<file path="config.mk">
export PLATFORM = sky130hd
export DESIGN_NAME = obstacle_spawn_scheduler_flat
export DESIGN_NICKNAME = d
export VERILOG_FILES = /design/src/rtl/dino_pkg.sv /design/src/rtl/obstacle_spawn_scheduler_if.sv /design/src/rtl/spawn_gap_timer.sv /design/src/rtl/obstacle_spawn_scheduler.sv /design/src/flat_wrapper.sv
export SDC_FILE = /design/constraint.sdc
export NUM_CORES = 1
export LEC_CHECK = 0
export ABC_AREA = 1
export CAP_MARGIN = 30
export CORE_MARGIN = 2
export CORE_UTILIZATION = 54
export CTS_BUF_LIST = sky130_fd_sc_hd__clkbuf_4 sky130_fd_sc_hd__clkbuf_8
export DETAILED_ROUTE_END_ITERATION = 8
export PLACE_DENSITY_LB_ADDON = 0.1
export SYNTH_ARGS = -nofsm -noshare
export SYNTH_HDL_FRONTEND = slang
export SYNTH_HIERARCHICAL = 1
export SYNTH_SLANG_ARGS = --single-unit
export TNS_END_PERCENT = 100
</file>
<file path="constraint.sdc">
create_clock -name clk -period 5 [get_ports clk]
set_input_delay 1 -clock clk [delete_from_list [all_inputs] [get_ports clk]]
set_output_delay 1 -clock clk [all_outputs]
set_load 0.01 [all_outputs]
</file>
<file path="src/rtl/dino_pkg.sv">
// Shared definitions for the dino game obstacle pipeline: scheduler states,
// obstacle sprite codes, gap width and the type-folding helper.
package dino_pkg;

    localparam int GAP_W         = 8;
    localparam int NUM_TYPES_DEF = 5;

    typedef enum logic [2:0] {
        S_IDLE,
        S_WAIT,
        S_ARB,
        S_REQ,
        S_FROZEN
    } state_t;

    typedef enum logic [2:0] {
        OBS_CACTUS_SM,
        OBS_CACTUS_LG,
        OBS_CACTUS_GRP,
        OBS_BIRD_LO,
        OBS_BIRD_HI
    } obs_type_t;

    // Fold a 3-bit random value into 0..n-1 with a single subtraction.
    function automatic logic [2:0] map_type(input logic [2:0] r, input int n);
        return (int'(r) < n) ? r : r - 3'(n);
    endfunction

endpackage

</file>
<file path="src/rtl/obstacle_spawn_scheduler_if.sv">
// Spawn request handshake between the scheduler (master) and the slot engine (slave).
interface obstacle_spawn_scheduler_if;
    logic       spawn_req;
    logic       spawn_slot;
    logic [2:0] spawn_type;
    logic       spawn_ack;

    modport master (output spawn_req, spawn_slot, spawn_type, input spawn_ack);
    modport slave  (input spawn_req, spawn_slot, spawn_type, output spawn_ack);
endinterface

</file>
<file path="src/rtl/spawn_gap_timer.sv">
// Loadable 8-bit down-counter measuring game ticks between spawns; saturates at zero.
module spawn_gap_timer
    import dino_pkg::*;
(
    input  logic             clk,
    input  logic             rst_n,
    input  logic             load,
    input  logic [GAP_W-1:0] load_val,
    input  logic             tick_en,
    output logic [GAP_W-1:0] cnt,
    output logic             zero
);

    always_ff @(posedge clk or negedge rst_n) begin
        if (!rst_n)                     cnt <= '0;
        else if (load)                  cnt <= load_val;
        else if (tick_en && cnt != '0)  cnt <= cnt - 1'b1;
    end

    assign zero = (cnt == '0);

endmodule

</file>
<file path="src/rtl/obstacle_spawn_scheduler.sv">
// Obstacle spawn scheduler: gap timing, round-robin slot choice, sprite type and speed level.
// Optional build macro SPAWN_DOUBLE_EN shortens the gap after a spawn to create obstacle pairs.
module obstacle_spawn_scheduler
    import dino_pkg::*;
#(
    parameter int MIN_GAP   = 40,
    parameter int SPEED_MAX = 4,
    parameter int NUM_TYPES = NUM_TYPES_DEF
) (
    input  logic        clk,
    input  logic        rst_n,
    input  logic        game_tick,
    input  logic        game_start,
    input  logic        game_frozen,
    input  logic [15:0] score,
    input  logic [7:0]  rng,
    input  logic [1:0]  slot_busy,
    obstacle_spawn_scheduler_if.master sp,
    output logic [2:0]  speed
);

    state_t           state, nxt;
    logic [GAP_W-1:0] gap_cnt, gap_val, reload_val;
    logic             gap_zero, gap_load, tick_en;
    logic             last_grant, grant, clr_last, ack_take;
    logic [1:0]       free;
    logic [3:0]       spd_sum;
    logic [2:0]       speed_calc;
    logic             unused_score;

    assign unused_score = ^score[8:0];
    assign free         = ~slot_busy;
    // Both free: the slot not granted last time; otherwise the only free one.
    assign grant        = (&free) ? ~last_grant : free[1];
    assign tick_en      = (state == S_WAIT) && game_tick;

`ifdef SPAWN_DOUBLE_EN
    assign reload_val = (rng[7] && !slot_busy[~sp.spawn_slot])
                      ? GAP_W'(MIN_GAP / 4)
                      : GAP_W'(MIN_GAP) + GAP_W'(rng[7:3]);
`else
    assign reload_val = GAP_W'(MIN_GAP) + GAP_W'(rng[7:3]);
`endif

    spawn_gap_timer u_gap (
        .clk      (clk),
        .rst_n    (rst_n),
        .load     (gap_load),
        .load_val (gap_val),
        .tick_en  (tick_en),
        .cnt      (gap_cnt),
        .zero     (gap_zero)
    );

    always_ff @(posedge clk or negedge rst_n) begin
        if (!rst_n) state <= S_IDLE;
        else        state <= nxt;
    end

    always_comb begin
        nxt      = state;
        gap_load = 1'b0;
        gap_val  = GAP_W'(MIN_GAP);
        clr_last = 1'b0;
        ack_take = 1'b0;
        if (game_start) begin
            nxt      = S_WAIT;
            gap_load = 1'b1;
            clr_last = 1'b1;
        end else begin
            case (state)
                S_IDLE:   nxt = S_IDLE;
                // Leave on the same edge as the tick that reaches zero.
                S_WAIT: begin
                    if (game_frozen) nxt = S_FROZEN;
                    else if (gap_zero || (game_tick && gap_cnt == GAP_W'(1))) nxt = S_ARB;
                end
                S_ARB: begin
                    if (game_frozen) nxt = S_FROZEN;
                    else if (|free)  nxt = S_REQ;
                end
                S_REQ: begin
                    if (game_frozen) nxt = S_FROZEN;
                    else if (sp.spawn_ack) begin
                        nxt      = S_WAIT;
                        gap_load = 1'b1;
                        gap_val  = reload_val;
                        ack_take = 1'b1;
                    end
                end
                S_FROZEN: nxt = S_FROZEN;
                default:  nxt = S_IDLE;
            endcase
        end
    end

    assign spd_sum = 4'd1 + {1'b0, score[11:9]};

    always_comb begin
        speed_calc = spd_sum[2:0];
        if (score[15:12] != 4'd0 || spd_sum > 4'(SPEED_MAX)) speed_calc = 3'(SPEED_MAX);
    end

    always_ff @(posedge clk or negedge rst_n) begin
        if (!rst_n) begin
            sp.spawn_req  <= 1'b0;
            sp.spawn_slot <= 1'b0;
            sp.spawn_type <= 3'd0;
            last_grant    <= 1'b1;
            speed         <= 3'd1;
        end else begin
            sp.spawn_req <= (nxt == S_REQ);
            if (state == S_ARB && nxt == S_REQ) begin
                sp.spawn_slot <= grant;
                sp.spawn_type <= map_type(rng[2:0], NUM_TYPES);
            end
            if (clr_last)      last_grant <= 1'b1;
            else if (ack_take) last_grant <= sp.spawn_slot;
            if (state != S_FROZEN) speed <= speed_calc;
        end
    end

endmodule

</file>
<file path="src/flat_wrapper.sv">
// flat-port wrapper written by rule: the top's interface ports become plain ports
module obstacle_spawn_scheduler_flat import dino_pkg::*;
#(
    parameter int MIN_GAP   = 40,
    parameter int SPEED_MAX = 4,
    parameter int NUM_TYPES = NUM_TYPES_DEF
)
  (clk, rst_n, game_tick, game_start, game_frozen, score, rng, slot_busy, speed, sp_spawn_req, sp_spawn_slot, sp_spawn_type, sp_spawn_ack);
  obstacle_spawn_scheduler_if sp_i ();
  input  logic clk;
  input  logic rst_n;
  input  logic game_tick;
  input  logic game_start;
  input  logic game_frozen;
  input  logic [15:0] score;
  input  logic [7:0] rng;
  input  logic [1:0] slot_busy;
  output logic [2:0] speed;
  output wire logic [$bits(sp_i.spawn_req)-1:0] sp_spawn_req;
  output wire logic [$bits(sp_i.spawn_slot)-1:0] sp_spawn_slot;
  output wire logic [$bits(sp_i.spawn_type)-1:0] sp_spawn_type;
  input wire logic [$bits(sp_i.spawn_ack)-1:0] sp_spawn_ack;
  assign sp_spawn_req = sp_i.spawn_req;
  assign sp_spawn_slot = sp_i.spawn_slot;
  assign sp_spawn_type = sp_i.spawn_type;
  assign sp_i.spawn_ack = sp_spawn_ack;
  obstacle_spawn_scheduler #(.MIN_GAP(MIN_GAP), .SPEED_MAX(SPEED_MAX), .NUM_TYPES(NUM_TYPES)) u_core (.clk(clk), .rst_n(rst_n), .game_tick(game_tick), .game_start(game_start), .game_frozen(game_frozen), .score(score), .rng(rng), .slot_busy(slot_busy), .sp(sp_i), .speed(speed));
endmodule
</file>
; ---- After elaboration in Yosys (flattened, before gate mapping)
; Cells that the tools add are included.
[classes]
addsub = 4
n_lt_le_gt_ge = 2
n_eq_ne = 7
mux = 25
bitwise = 2
reduce_logical = 13
[op_table]
columns = cell, n
row1 = two-way mux 8 bit, 6
row2 = two-way mux 3 bit, 9
row3 = one-hot mux 3 bit (4 select lines), 1
row4 = "equality test 3 x 2 -> 1 bit, second input constant", 3
row5 = two-way mux 1 bit, 9
row6 = "equality test 8 x 1 -> 1 bit, second input constant", 1
row7 = logical NOT 8 bit, 1
row8 = nonzero test 8 bit, 1
row9 = "subtractor 8 x 1 -> 8 bit, second input constant", 1
row10 = "adder 6 x 5 -> 7 bit, first input constant", 1
row11 = "adder 1 x 3 -> 4 bit, first input constant", 1
row12 = "greater-than comparator 4 x 3 -> 1 bit, second input constant", 1
row13 = logical AND 1 bit, 4
row14 = nonzero test 2 bit, 2
row15 = nonzero test 4 bit, 1
row16 = "equality test 3 x 1 -> 1 bit, second input constant", 1
row17 = "equality test 3 bit, second input constant", 1
row18 = "less-than comparator 3 bit, second input constant", 1
row19 = "!= test 3 bit, second input constant", 1
row20 = "subtractor 3 bit, second input constant", 1
row21 = logical OR 1 bit, 2
row22 = NOT 2 bit, 1
row23 = AND reduction 2 bit, 1
row24 = OR reduction 2 bit, 1
row25 = NOT 1 bit, 1
[word_totals]
reg_bits = 20
output_inout_bits = 8

; ---- Depth between registers and ports, before layout
[logic_depth]
ltp_word = 9
ltp_mapped = 12

; ---- Cells and area by module
; Netlist, hierarchy kept.
[by_module_without_submodules]
columns = mod, n_inst, cells_per_inst, area_per_inst_um2, seq_area_each_um2
row1 = obstacle_spawn_scheduler, 1, 124, 868.3, 302.8
row2 = spawn_gap_timer, 1, 93, 596.8, 200.2

; ---- Least setup slack after synthesis
; OpenSTA, ideal clock, no wires.
[synth_timing]
kind = in2reg
start = in sp_spawn_ack
end = reg u_core.u_gap.cnt[0]
setup_time_ps = 125
arrival_ps = 1903
setup_slack_ps = 2972
stages = 8
n_path_buf = 1
cell_sequence = nand2_1 > nor2_1 > a21oi_1 > inv_1 > clkbuf_1 > o21ai_0 > nand2_1 > o21ai_1
[synth_via]
elab_chain_len = 5
elab_cells_between_ends = 10
classes_between = mux (9) / reduce/logical (1)
[synth_lines]
columns = item, line_no
row1 = from (decl), flat_wrapper.sv:22  ; input wire logic [$bits(sp_i.spawn_ack)-1:0] sp_spawn_ack;
row2 = two-way mux 1 bit *, obstacle_spawn_scheduler.sv:84  ; else if (sp.spawn_ack) begin
row3 = two-way mux 1 bit *, obstacle_spawn_scheduler.sv:83  ; if (game_frozen) nxt = S_FROZEN;
row4 = two-way mux 1 bit *, obstacle_spawn_scheduler.sv:71  ; case (state)
row5 = two-way mux 1 bit *, obstacle_spawn_scheduler.sv:66  ; if (game_start) begin
row6 = net u_core.gap_load, obstacle_spawn_scheduler.sv:24  ; logic gap_zero, gap_load, tick_en;
row7 = two-way mux 8 bit or nonzero test 2 bit (tied branches), n/a
row8 = to (signal assigned), spawn_gap_timer.sv:16  ; else if (load) cnt <= load_val;
row9 = to (signal assigned), spawn_gap_timer.sv:17  ; else if (tick_en && cnt != '0) cnt <= cnt - 1'b1;
row10 = to (decl), spawn_gap_timer.sv:10  ; output logic [GAP_W-1:0] cnt,
; Mark *: on every way through the listed nets, which the timed path passes. The rest lies on a longest branch.
; A chain may end at the register's enable or synchronous reset.

; ---- Worst setup path in the final report
[layout_timing]
start = in sp_spawn_ack
end = reg u_core.u_gap.cnt[2]
; The elaborated chain is that of the path after synthesis.

==> results.ini <==
[status]
status=complete, no violations

[timing]
clock.fmax_ghz=0.3801
tns_ns=0
min_period_ns=2.631
period_share_pct=52.61
setup_viol=0
finClkSkew_ns=0.001446
rsz0062_at_grt=false
slew_violations=0
hold_violations=0

[clock_network]
clkLatencyLatePin_ns=0.30
htree_levels=1
cts-resized-gates=0
holdBufCountCts=0
clock_sinks=20
root_buffer=clkbuf_4
numCtsBuffers=3
max-clock-path-buffers=2
clkTransAtPathRegs_ns=0.12
cts_setup_buffers=0
cts_tree=built

[worst_hold_path]
min_path_type=flop to flop
min_from=u_core/sp.spawn_type[0]$_DFFE_PN0P_
min_delay_path_depth=2
holdPathEnd=u_core/sp.spawn_type[0]$_DFFE_PN0P_

[worst_setup_path]
r2r_setup_slack_ns=2.97
startpoint_type=input pin
crit_chain=clkdlybuf4s50_1, nand2_1, nor2_1, a21oi_1, inv_1, inv_1, nand2_4, clkinv_2, nand2_1, nand2_1
critPathRequiredTime_ns=5.21
end_kind=flop
slowest_delay_ns=0.49
r2r_end=u_core/u_gap/cnt[2]$_DFFE_PN0P_
critical_path_arrival_ns=2.84
r2r-start=u_core/state[2]$_DFF_PN0_
critical_path.slowest_cell=clkdlybuf4s50_1
path_max_fanout=15
cp_common_cell=nand2_1
criticalPathCategory=input pin to flop
reg2reg_depth=10

[drt]
ant_nets=0
wirelength_mm=3.174
wl_per_cell_um=11.30
firstDrtPassIters=4
via_per_inst=5.142
drc=0
drt_iter0_drc=47
vias=1445

[layout]
fill_cells=220
syn_to_final_growth_pct=26.30
num_antenna_cells=0
final_layout_size_suffix_gt1_share_pct=10.36
stdcell_area_um2=1851
nNetsFinal=290

[floorplan]
die_area_um2=3146
core-area_um2=2522
rows=18
start_util_pct=58.09
io_pins=40
dieWidth_um=56.09
dieHeight_um=56.09

[synth]
seq_area_frac_synth_pct=34.33
synthFlopType=dfrtp_1
synth_cells=217
yosys_register_bits=20
yosysTopAreaCell=dfrtp_1
synth_warnings=6
synth_top_area_share_pct=30.74
yosysUniqueCellTypes=30
netlist_top_cells_count=66 x nand2_1, 31 x inv_1, 25 x nor2_1
synth.area.top_cells=dfrtp_1 31%, nand2_1 17%, inv_1 7.9%
async_flop_share_pct=100.0
synth_area_um2=1465
syn_avg_cell_area_um2=6.752
synth_fp_nets=255
yosysMostFrequentCell=nand2_1
synth_edf_count=0

[power_and_ir_drop]
powerDensity_nw_per_um2=234.0
power.total_mw=0.4330
leakagePower_nw=0.9198
ir_worst_vdd_mv=0.1857

[placed_design]
hpwl_mm=2.407
globalplace.congestion=0.8116
dpl_cell_area_um2=1799
numPortBuffers=30

[job]
maxCapViolations=0

[global_route]
grt_pass1_wl_mm=5.554
grt_remaining_overflow=0
grt.total_usage_pct=21.93
grt_max_degree=21
grt_pass1_vias=1303
antenna_found_initial=0

where the power goes:
group / total, mW / internal (mW) / switching, mW
Combinational: 0.142 / 0.0581 / 0.0841
Clock: 0.0977 / 0.0444 / 0.0532
Sequential: 0.193 / 0.176 / 0.0171
worst max-delay path, delay by kind of cell:
kind	cells	cell delay [ns]
AO/OA/AOI/OAI	1	0.10
AND/OR/NAND/NOR	5	0.59
buffers and inverters	4	1.15
through the flow:
| stage | hold WS [ns] | setup WS, ns | cells | utilization, % |
|---|---|---|---|---|
| CTS | 0.4903 | 2.409 | 280 | 72.77 |
| finish | 0.4878 | 2.369 | 281 | 73.36 |
| detailed placement | 0.4592 | 2.068 | 276 | 71.33 |
| global placement | 0.4561 | 2.082 | 276 | 71.33 |
| floorplan | 0.4731 | 2.972 | 217 | - |
| global route | 0.5118 | 2.179 | 281 | 73.36 |
how the worst max path moves through the flow:
| stage | to | slack, ns | start |
|---|---|---|---|
| 4_1_cts | u_core/u_gap/cnt[3]$_DFFE_PN0P_ | 2.41 | sp_spawn_ack |
| 3_3_place_gp | u_core/u_gap/cnt[2]$_DFFE_PN0P_ | 2.08 | sp_spawn_ack |
| 6_report | u_core/u_gap/cnt[2]$_DFFE_PN0P_ | 2.37 | sp_spawn_ack |
| 3_5_place_dp | u_core/u_gap/cnt[3]$_DFFE_PN0P_ | 2.07 | sp_spawn_ack |
| 2_1_floorplan | u_core/u_gap/cnt[0]$_DFFE_PN0P_ | 2.97 | sp_spawn_ack |
| 5_1_grt | u_core/u_gap/cnt[2]$_DFFE_PN0P_ | 2.18 | sp_spawn_ack |
area by class of cell:
cell class / count / area [um2] / area share, %
sequential: 20 / 503.0 / 27.18
tap: 30 / 37.54 / 2.028
clock buffer: 4 / 36.28 / 1.961
inverter: 36 / 138.9 / 7.505
timing repair buffer: 31 / 315.3 / 17.04
multi-input combinational: 160 / 819.5 / 44.29
cells in the final DEF (no fill, tap or decap), drive strengths merged:
cell,count
dfrtp,18
clkbuf,4
o21ai,12
and2,1
clkinv,1
clkdlybuf4s50,30
inv,35
ha,6
a22o,1
xnor2,1
nor3,1
nor2,28
dfstp,2
nand4,6
buf,1
nand2,71
xor2,1
a21oi,7
nand3,22
nor4,1
or2,1
conb,1
registers in the layout, indices dropped and copies added, names as in the netlist:
signal	count
u_core/sp.spawn_req	1
u_core/u_gap/cnt	8
u_core/sp.spawn_slot	1
u_core/sp.spawn_type	3
u_core/speed	3
u_core/state	3
u_core/last_grant	1
routing by layer:
layer / routed length (um) / part of all wire, % / up-vias / GRT usage, %
met4: 37 / 1.2 / 0 / 7.483
met3: 199 / 6.3 / 4 / 3.721
met1: 1539 / 48 / 639 / 31.20
met5: 0 / 0 / - / 0
li1: - / - / 755 / -
met2: 1397 / 44 / 47 / 33.61
cell families after synthesis:
family	share of synthesized area [%]
buf+inv	9.735
simple gates	40.74
xor+xnor	1.196
other cells	0.2559
flops	34.33
compound gates	8.626
fa+ha+maj	5.124
Note: power is estimated with default switching activity, not from simulation.
==> RTL edit: new RTL, same settings <==
Change the package constant `GAP_W` from 8 to 10.
--- a/src/rtl/dino_pkg.sv
+++ b/src/rtl/dino_pkg.sv
@@ -4,3 +4,3 @@
 
-    localparam int GAP_W         = 8;
+    localparam int GAP_W         = 10;
     localparam int NUM_TYPES_DEF = 5;
Check against the original RTL: no difference found for any inputs over 10 cycles, from zero or initial values and one cycle with rst_n low; that may be too few to reach the edited logic, so the function may still have changed.
==> RTL edit against the unedited design <==
The flow now finishes with violations (design-rule violations). Clock skew increased by 8.0 ps. Power up 19%. Critical endpoint is now u_core/u_gap/cnt[5]. Routed wire length rose by 8.3%. Worst setup slack got worse by 280 ps. Sequential cell count increased by 2. Cell area grew 9.5%. Register-to-register slack worse by 400 ps. Synthesized area grew 10%.
==> RTL edit: results <==
set metrics [dict create \
    outcome "finished with violations" \
    violations "design-rule violations" \
    drt-vias-per-instance 5.023 \
    combinationalPowerShare_pct 31.0 \
    async_flop_share_pct 100.0 \
    synth-seq-area-share_pct 34.24 \
    cp-startpoint "game_frozen" \
    crit_fanout 15 \
    final_nets 318 \
    crit_path_end "u_core/u_gap/cnt[5]" \
    dpl_cell_area_mm2 0.001974 \
    antennaDiodeCount 0 \
    rrSetupSlack_ps 2570 \
    ir_worst_vdd_uv 186.2 \
    synth_cell_types 29 \
    synthTopCellsByCount "nand2_1 (74), inv_1 (35), nor2_1 (33)" \
    wl_per_cell_um 11.05 \
    grtUsageTotal_pct 22.49 \
    p_switching_mw 0.1742 \
    clk_pin_slew_worst_paths_ps 140 \
    grt_pass1_vias 1493 \
    gp_congestion 0.8782 \
    fill_cells 254 \
    r2r_cells 12 \
    pre_cts_ws_ps 1812 \
    drive_gt1_share_pct 11.43 \
    clkLatencyLatePin_ps 320 \
    synthTopCellsByArea "dfrtp_1 (31%), nand2_1 (17%), inv_1 (8.1%), nor2_1 (7.7%), nand3_1 (6.2%)" \
    drt_iter0_drc 64 \
    largest_reg_flops 10 \
    drc 3 \
    firstDrtPassIters 7 \
    setup_ws_ps 2086 \
    worstPathArrival_ps 3140 \
    cellLeakagePower_nw 1.044 \
    grt_pass1_wl_um 6003 \
    yosys_warnings 6 \
    post_cts_buffers 0 \
    place_hpwl_um 2655 \
    fin_skew_ps 9.409 \
    grt_max_degree 17 \
]
## RTL edit: cell count changes in the layout (fill, tap and decap cells not counted), sizes merged, moves of 2 or more
cell / unedited run / this run
nand2: 71 / 81
inv: 35 / 38
nor2: 28 / 37
conb: 1 / 3
nand4: 6 / 2
nor3: 1 / 3
dfrtp: 18 / 20
clkinv: 1 / 3
nand3b: 0 / 3
## RTL edit: worst max-delay path, stage by stage
cell,delay [ps]
clkdlybuf4s50_1,400
inv_1,150
nand3_1,140
clkinv_1,100
nor2_1,60
inv_1,320
clkinv_1,430
nand2_4,330
inv_1,90
nand2_1,60
nand2_1,50
## RTL edit: power groups by stage
stage | logic [mW] | clock network [mW] | registers [mW]
floorplan | 0.113 | 0 | 0.212
global placement | 0.152 | 0 | 0.217
detailed placement | 0.158 | 0 | 0.217
CTS | 0.159 | 0.145 | 0.214
global route | 0.183 | 0.152 | 0.217
finish | 0.159 | 0.140 | 0.214
## RTL edit: how the worst min path moves through the flow
stage | start | to | slack, ps | cells past startpoint
after floorplan | u_core/last_grant | u_core/last_grant | 450 | 2
after global placement | u_core/sp.spawn_type[2] | u_core/sp.spawn_type[2] | 460 | 2
after detailed placement | u_core/sp.spawn_type[1] | u_core/sp.spawn_type[1] | 460 | 2
after CTS | u_core/last_grant | u_core/last_grant | 490 | 2
after global routing | u_core/last_grant | u_core/last_grant | 530 | 2
final | u_core/last_grant | u_core/last_grant | 480 | 2
## RTL edit: through the flow
step	hold slack, ps	utilization [%]	cells
after floorplan	451.7	-	247
after global placement	456.2	69.40	306
after global routing	525.2	72.26	311
after CTS	486.2	72.26	311
final	484.0	72.26	311
after detailed placement	462.1	70.38	307
## RTL edit: layer usage
metal | share of wire [%] | wire, µm | vias up | track usage (%)
li1 | - | - | 830 | -
met1 | 47 | 1632 | 688 | 30.87
met2 | 46 | 1577 | 39 | 35.96
met3 | 5.0 | 171 | 5 | 1.978
met4 | 1.6 | 55 | 0 | 10.71
met5 | 0 | 0 | - | 0
## RTL edit: area by class of cell
cell class	instances	area (µm²)	area share, %
Multi-Input combinational cell	182	900.9	44.44
Sequential cell	22	553.0	27.28
Timing Repair Buffer	31	327.8	16.17
Inverter	41	153.9	7.593
Tap cell	31	38.79	1.914
Clock inverter	1	30.03	1.481
Clock buffer	3	22.52	1.111
## RTL edit: cell families (layout without fill, tap and decap cells)
logic type | after synthesis | count (layout) | synth area share, %
fa+ha+maj | 5 | 5 | 3.873
flops | 22 | 22 | 34.24
xor+xnor | 1 | 1 | 0.5423
simple gates | 151 | 151 | 41.98
buf+inv | 43 | 76 | 10.46
compound gates | 22 | 22 | 8.675
other cells | 1 | 3 | 0.2322
